<file path="config.mk">
export PLATFORM = sky130hd
export DESIGN_NAME = sha1_padder
export DESIGN_NICKNAME = d
export VERILOG_FILES = /design/src/rtl/sha1_padder.sv
export SDC_FILE = /design/constraint.sdc
export NUM_CORES = 1
export LEC_CHECK = 0
export ABC_AREA = 1
export CAP_MARGIN = 10
export CELL_PAD_IN_SITES_DETAIL_PLACEMENT = 2
export CELL_PAD_IN_SITES_GLOBAL_PLACEMENT = 2
export CORE_UTILIZATION = 32
export DETAILED_ROUTE_END_ITERATION = 8
export GPL_TIMING_DRIVEN = 0
export PLACE_DENSITY_LB_ADDON = 0.1
export RECOVER_POWER = 25
export SYNTH_ARGS = -nofsm -noshare
export SYNTH_HDL_FRONTEND = slang
export SYNTH_SLANG_ARGS = --single-unit
</file>
<file path="constraint.sdc">
create_clock -name clk -period 3.5 [get_ports clk]
set_input_delay 0.525 -clock clk [delete_from_list [all_inputs] [get_ports clk]]
set_output_delay 0.525 -clock clk [all_outputs]
set_load 0.02 [all_outputs]
</file>
<file path="src/rtl/sha1_padder.sv">
// rtl/sha1_padder.sv - SHA-1 message padder producing 512-bit blocks
//
// Purpose: takes a big-endian 32-bit word stream. It appends the SHA-1
// padding: a 0x80 marker, zero fill and the 64-bit big-endian bit length.
// It then hands out complete 512-bit blocks on a valid/ready handshake.
//
// Ports:
//   clk, reset_n           clock, asynchronous active-low reset
//   in_valid/in_ready      input word handshake
//   in_data                message word, first byte in [31:24]
//   in_last, in_nbytes     final word flag and its valid byte count (0..4)
//   blk_valid/blk_ready    output block handshake
//   blk_data               block, word 0 in [511:480]
//   blk_first, blk_last    first block of message (load IV) / final block
module sha1_padder #(
   parameter int LEN_W = 32
) (
   input  logic         clk,
   input  logic         reset_n,
   input  logic         in_valid,
   output logic         in_ready,
   input  logic [31:0]  in_data,
   input  logic         in_last,
   input  logic [2:0]   in_nbytes,
   output logic         blk_valid,
   input  logic         blk_ready,
   output logic [511:0] blk_data,
   output logic         blk_first,
   output logic         blk_last
);

   typedef enum logic [1:0] {FILL, PAD, EMIT} state_t;

   state_t             state, state_nxt;
   logic [31:0]        blk_buf [16];
   logic [3:0]         widx;
   logic [LEN_W-1:0]   len_bytes;
   logic               pend80;    // marker still owed to the next word
   logic               msg_done;  // last input word seen, padding in progress
   logic               no_len;    // marker landed at word 14: length goes in the next block
   logic [2:0]         nb;
   logic [31:0]        in_word;
   logic [31:0]        pad_word;
   logic [63:0]        len_bits;

   assign len_bits = {{(61-LEN_W){1'b0}}, len_bytes, 3'b000};

   // Byte count of the current word: in_nbytes only matters on the last word.
   assign nb = (in_last && in_nbytes < 3'd4) ? in_nbytes : 3'd4;

   // Short final word: byte nb becomes the marker, later bytes become zero.
   always_comb begin
      in_word = in_data;
      for (int i = 0; i < 4; i++) begin
         if (i > int'(nb))
            in_word[31-8*i -: 8] = 8'h00;
         else if (i == int'(nb))
            in_word[31-8*i -: 8] = 8'h80;
      end
   end

   always_comb begin
      pad_word = 32'h0;
      if (pend80)
         pad_word = 32'h8000_0000;
      else if (!no_len && widx == 4'd14)
         pad_word = len_bits[63:32];
      else if (!no_len && widx == 4'd15)
         pad_word = len_bits[31:0];
   end

   always_comb begin
      blk_data = '0;
      for (int i = 0; i < 16; i++)
         blk_data[511-32*i -: 32] = blk_buf[i];
   end

   always_ff @(posedge clk or negedge reset_n) begin
      if (!reset_n)
         state <= FILL;
      else
         state <= state_nxt;
   end

   always_comb begin
      state_nxt = state;
      in_ready  = 1'b0;
      blk_valid = 1'b0;
      case (state)
         FILL: begin
            in_ready = 1'b1;
            if (in_valid) begin
               if (widx == 4'd15)
                  state_nxt = EMIT;
               else if (in_last)
                  state_nxt = PAD;
            end
         end
         PAD: begin
            if (widx == 4'd15)
               state_nxt = EMIT;
         end
         EMIT: begin
            blk_valid = 1'b1;
            if (blk_ready)
               state_nxt = (blk_last || !msg_done) ? FILL : PAD;
         end
         default: state_nxt = FILL;
      endcase
   end

   always_ff @(posedge clk or negedge reset_n) begin
      if (!reset_n) begin
         for (int i = 0; i < 16; i++)
            blk_buf[i] <= 32'h0;
         widx      <= 4'd0;
         len_bytes <= '0;
         pend80    <= 1'b0;
         msg_done  <= 1'b0;
         no_len    <= 1'b0;
         blk_first <= 1'b1;
         blk_last  <= 1'b0;
      end else begin
         case (state)
            FILL: begin
               if (in_valid) begin
                  blk_buf[widx] <= in_word;
                  widx          <= widx + 4'd1;
                  len_bytes     <= len_bytes + LEN_W'(nb);
                  if (in_last) begin
                     msg_done <= 1'b1;
                     pend80   <= (nb == 3'd4);
                     no_len   <= (nb != 3'd4) && (widx == 4'd14);
                  end
               end
            end
            PAD: begin
               blk_buf[widx] <= pad_word;
               widx          <= widx + 4'd1;
               if (pend80) begin
                  pend80 <= 1'b0;
                  if (widx == 4'd14)
                     no_len <= 1'b1;
               end
               // Length only fits if no marker was placed at 14/15 in this block.
               if (widx == 4'd15)
                  blk_last <= !pend80 && !no_len;
            end
            EMIT: begin
               if (blk_ready) begin
                  widx   <= 4'd0;
                  no_len <= 1'b0;
                  if (blk_last) begin
                     blk_last  <= 1'b0;
                     blk_first <= 1'b1;
                     len_bytes <= '0;
                     msg_done  <= 1'b0;
                  end else begin
                     blk_first <= 1'b0;
                  end
               end
            end
            default: ;
         endcase
      end
   end

endmodule

</file>
==> run metrics <==
vias in the first global route=22739; CTS sink count=around 560; drt drc=0; Synth async-reset ratio=100.0%; Die H=around 270 um; fin. max-slew vios=roughly 230; router iterations before antenna repair=5; Area after DPL=29390 um2; Ports=556; FP Rows=between 90 and 100; worst relative slew slack=-17.44%; I/O Buffers=555; All-Layer GR Usage=29.87%; status=finished, violations left; CTS tree=yes; Mean Syn Cell Area=a little over 9 um2; Period minus WS final=3.399 ns; Starting Density=roughly 33%; commonest non-fill, non-tap cell in the layout=nand2_1; Synth Flop Type=dfrtp_1; Area Overhead vs Synth=39.97%; Routed WL=approximately 110000 um; leakage power=14.61 nW; failing checks=max-capacitance violations, max-slew violations; most frequent cells in the layout=nand2_1, dfrtp_1, clkdlybuf4s50_1, o21ai_0, inv_1; Clock Latency Late Sink=between 0.6 and 0.7 ns; Cell variety after synth=39; Critical Path Fanout Max=10; final core utilization=about 46%; routed length per instance=about 26 um; largest net degree at the start of global routing=123; Fin. Hold Viols=0; DR iter-0 viols=about 1300; critical path class=register to register; Clock Path Buffers=3; met1 global-route usage=35.40%; Post-synth EDFFs=0; Final WS setup=~0.10 ns; worst-margin pin slew=approximately 1.8 ns; vias per cell=between 5 and 6; Max Cap Violations=2; core area=a little under 70000 um2; register clock-pin slew on the reported worst setup and hold paths=0.06 ns; routed vias=between 20000 and 25000; reg2reg setup slack=0.10 ns; unrepaired setup endpoints after global routing=no; CP Data Arrival Time=3.86 ns; VDD IR max=0.0003356 V; post-route cell area=approximately 32000 um2; Placement Setup Slack=-0.2713 ns; met2 Use GR=approximately 53%; endpoint class of the critical path=register; startpoint types=register; grt ovf=0; FMAX=around 290 MHz; hold_ws=~0.48 ns; share of layout cells above drive strength 1=under 10%; critical path required time=a little under 4 ns; global-route wire length before repair=approximately 160000 um; register area share after synthesis=between 60% and 70%; Layout Nets=between 3000 and 4000; Routability Congestion=0.8863; Post-Syn Area=around 23000 um2; busiest layer in global routing=met2; die area=a little over 70000 um2; Yosys reg bits=about 560; Post-DP HPWL=a little over 80000 um; Fin Clk Skew=0.03328 ns; yosys synthesis warning count=0; Setup Viol. Count Final=0; met3 global-route usage=5.783%; Final Cycle Share=97.12%; Die Wd=around 270 um; Num CTS Buffers=66; root buf cell=clkbuf_16; worst hold path type=register to register; syn_nets=roughly 2500; H-tree levels=3; P per Cell Area=1036 nW/um2; initial antenna violation count=2; Syn Inst Count=2415; Routed Antenna Nets=0
## critical path, stage by stage (launching register included)
cell and delay [ns]:
dfrtp_1 0.40, inv_1 0.10, ha_1 0.21, buf_4 0.20, buf_2 0.23, clkbuf_1 0.33, a31oi_2 0.80, clkbuf_1 0.77
o21ai_0 0.19
## worst paths after layout
path,start,end,cells after the start
worst min-delay path,blk_data[496],blk_data[496],2
worst max register to register,state[1],blk_data[241],8
min in group asynchronous,reset_n,blk_data[261],2
worst min register to register,blk_data[496],blk_data[496],2
max in group asynchronous,reset_n,blk_data[427],3
worst max-delay path,state[1],blk_data[241],8
## report_power, final
part	internal (W)	leakage (nW)	total [W]	switching [W]
registers	0.00892	7.32	0.0106	0.00168
clock network	0.00404	1.06	0.00696	0.00292
logic	0.00562	6.24	0.0151	0.00950
## cell usage after synthesis (6+ instances only)
library cell    n  area, um2
nand2_4         9      101.4
o21ai_1        17      85.08
nand2_1       899       3374
nor3_1         14      70.07
a21oi_1        27      135.1
clkbuf_1       88      330.3
ha_1           11      137.6
nand4_1        23      143.9
buf_6          11      123.9
buf_2          22      110.1
o21ai_2        80      700.7
o21ai_0       328       1642
buf_1          11      41.29
nor2_1         92      345.3
a31oi_1         6      37.54
o31ai_4         8      170.2
dfrtp_1       554      13860
nand3_1        56      280.3
inv_1         116      435.4
## flip-flops by register name (all words and copies together) (netlist names)
name,flops
blk_data,512
len_bytes,32
widx,4
state,2
blk_first,1
blk_last,1
msg_done,1
no_len,1
pend80,1
## layout make-up
cell class / count / area [um2]
Inverter: 117 / 439.2
Sequential cell: 555 / 13890
Clock inverter: 18 / 255.2
Clock buffer: 97 / 1908
Antenna cell: 2 / 5.005
Tap cell: 931 / 1165
Buffer: 138 / 653.1
Timing Repair Buffer: 561 / 5652
Fill cell: 7394 / 37650
Multi-Input combinational cell: 1605 / 7572
## timing repair
action                                  in CTS  in global routing
buffers inserted                             0                  0
hold buffers                                 1                  0
endpoints found under the setup margin       0                  9
gates resized for setup                      0                  2
endpoints found under the hold margin       62                  0
## cells by family (layout without fill, tap and decap cells)
kind of cell,Yosys count,count (layout),synth area share [%]
compound gates,482,482,13.00
simple gates,1112,1112,19.90
other cells,0,2,0
fa+ha+maj,11,11,0.6108
flops,555,555,61.64
buf+inv,255,931,4.848
## routing by layer
| metal | vias to the layer above | share of wire [%] |
|---|---|---|
| met1 | 10702 | 40 |
| met2 | 515 | 51 |
| met3 | 179 | 5.1 |
| met5 | - | 0 |
| met4 | 0 | 4.4 |
| li1 | 9041 | - |
## per-stage QoR
stage / total power (W) / instances / setup TNS [ns]
floorplan: 0.01728 / 2415 / 0
global placement: 0.02519 / 3901 / -
detailed placement: 0.02580 / 3906 / -6.896
CTS: 0.03298 / 4022 / 0
global route: 0.03422 / 4022 / 0
finish: 0.03268 / 4024 / 0
No activity file was read; power rests on OpenSTA's default activity.
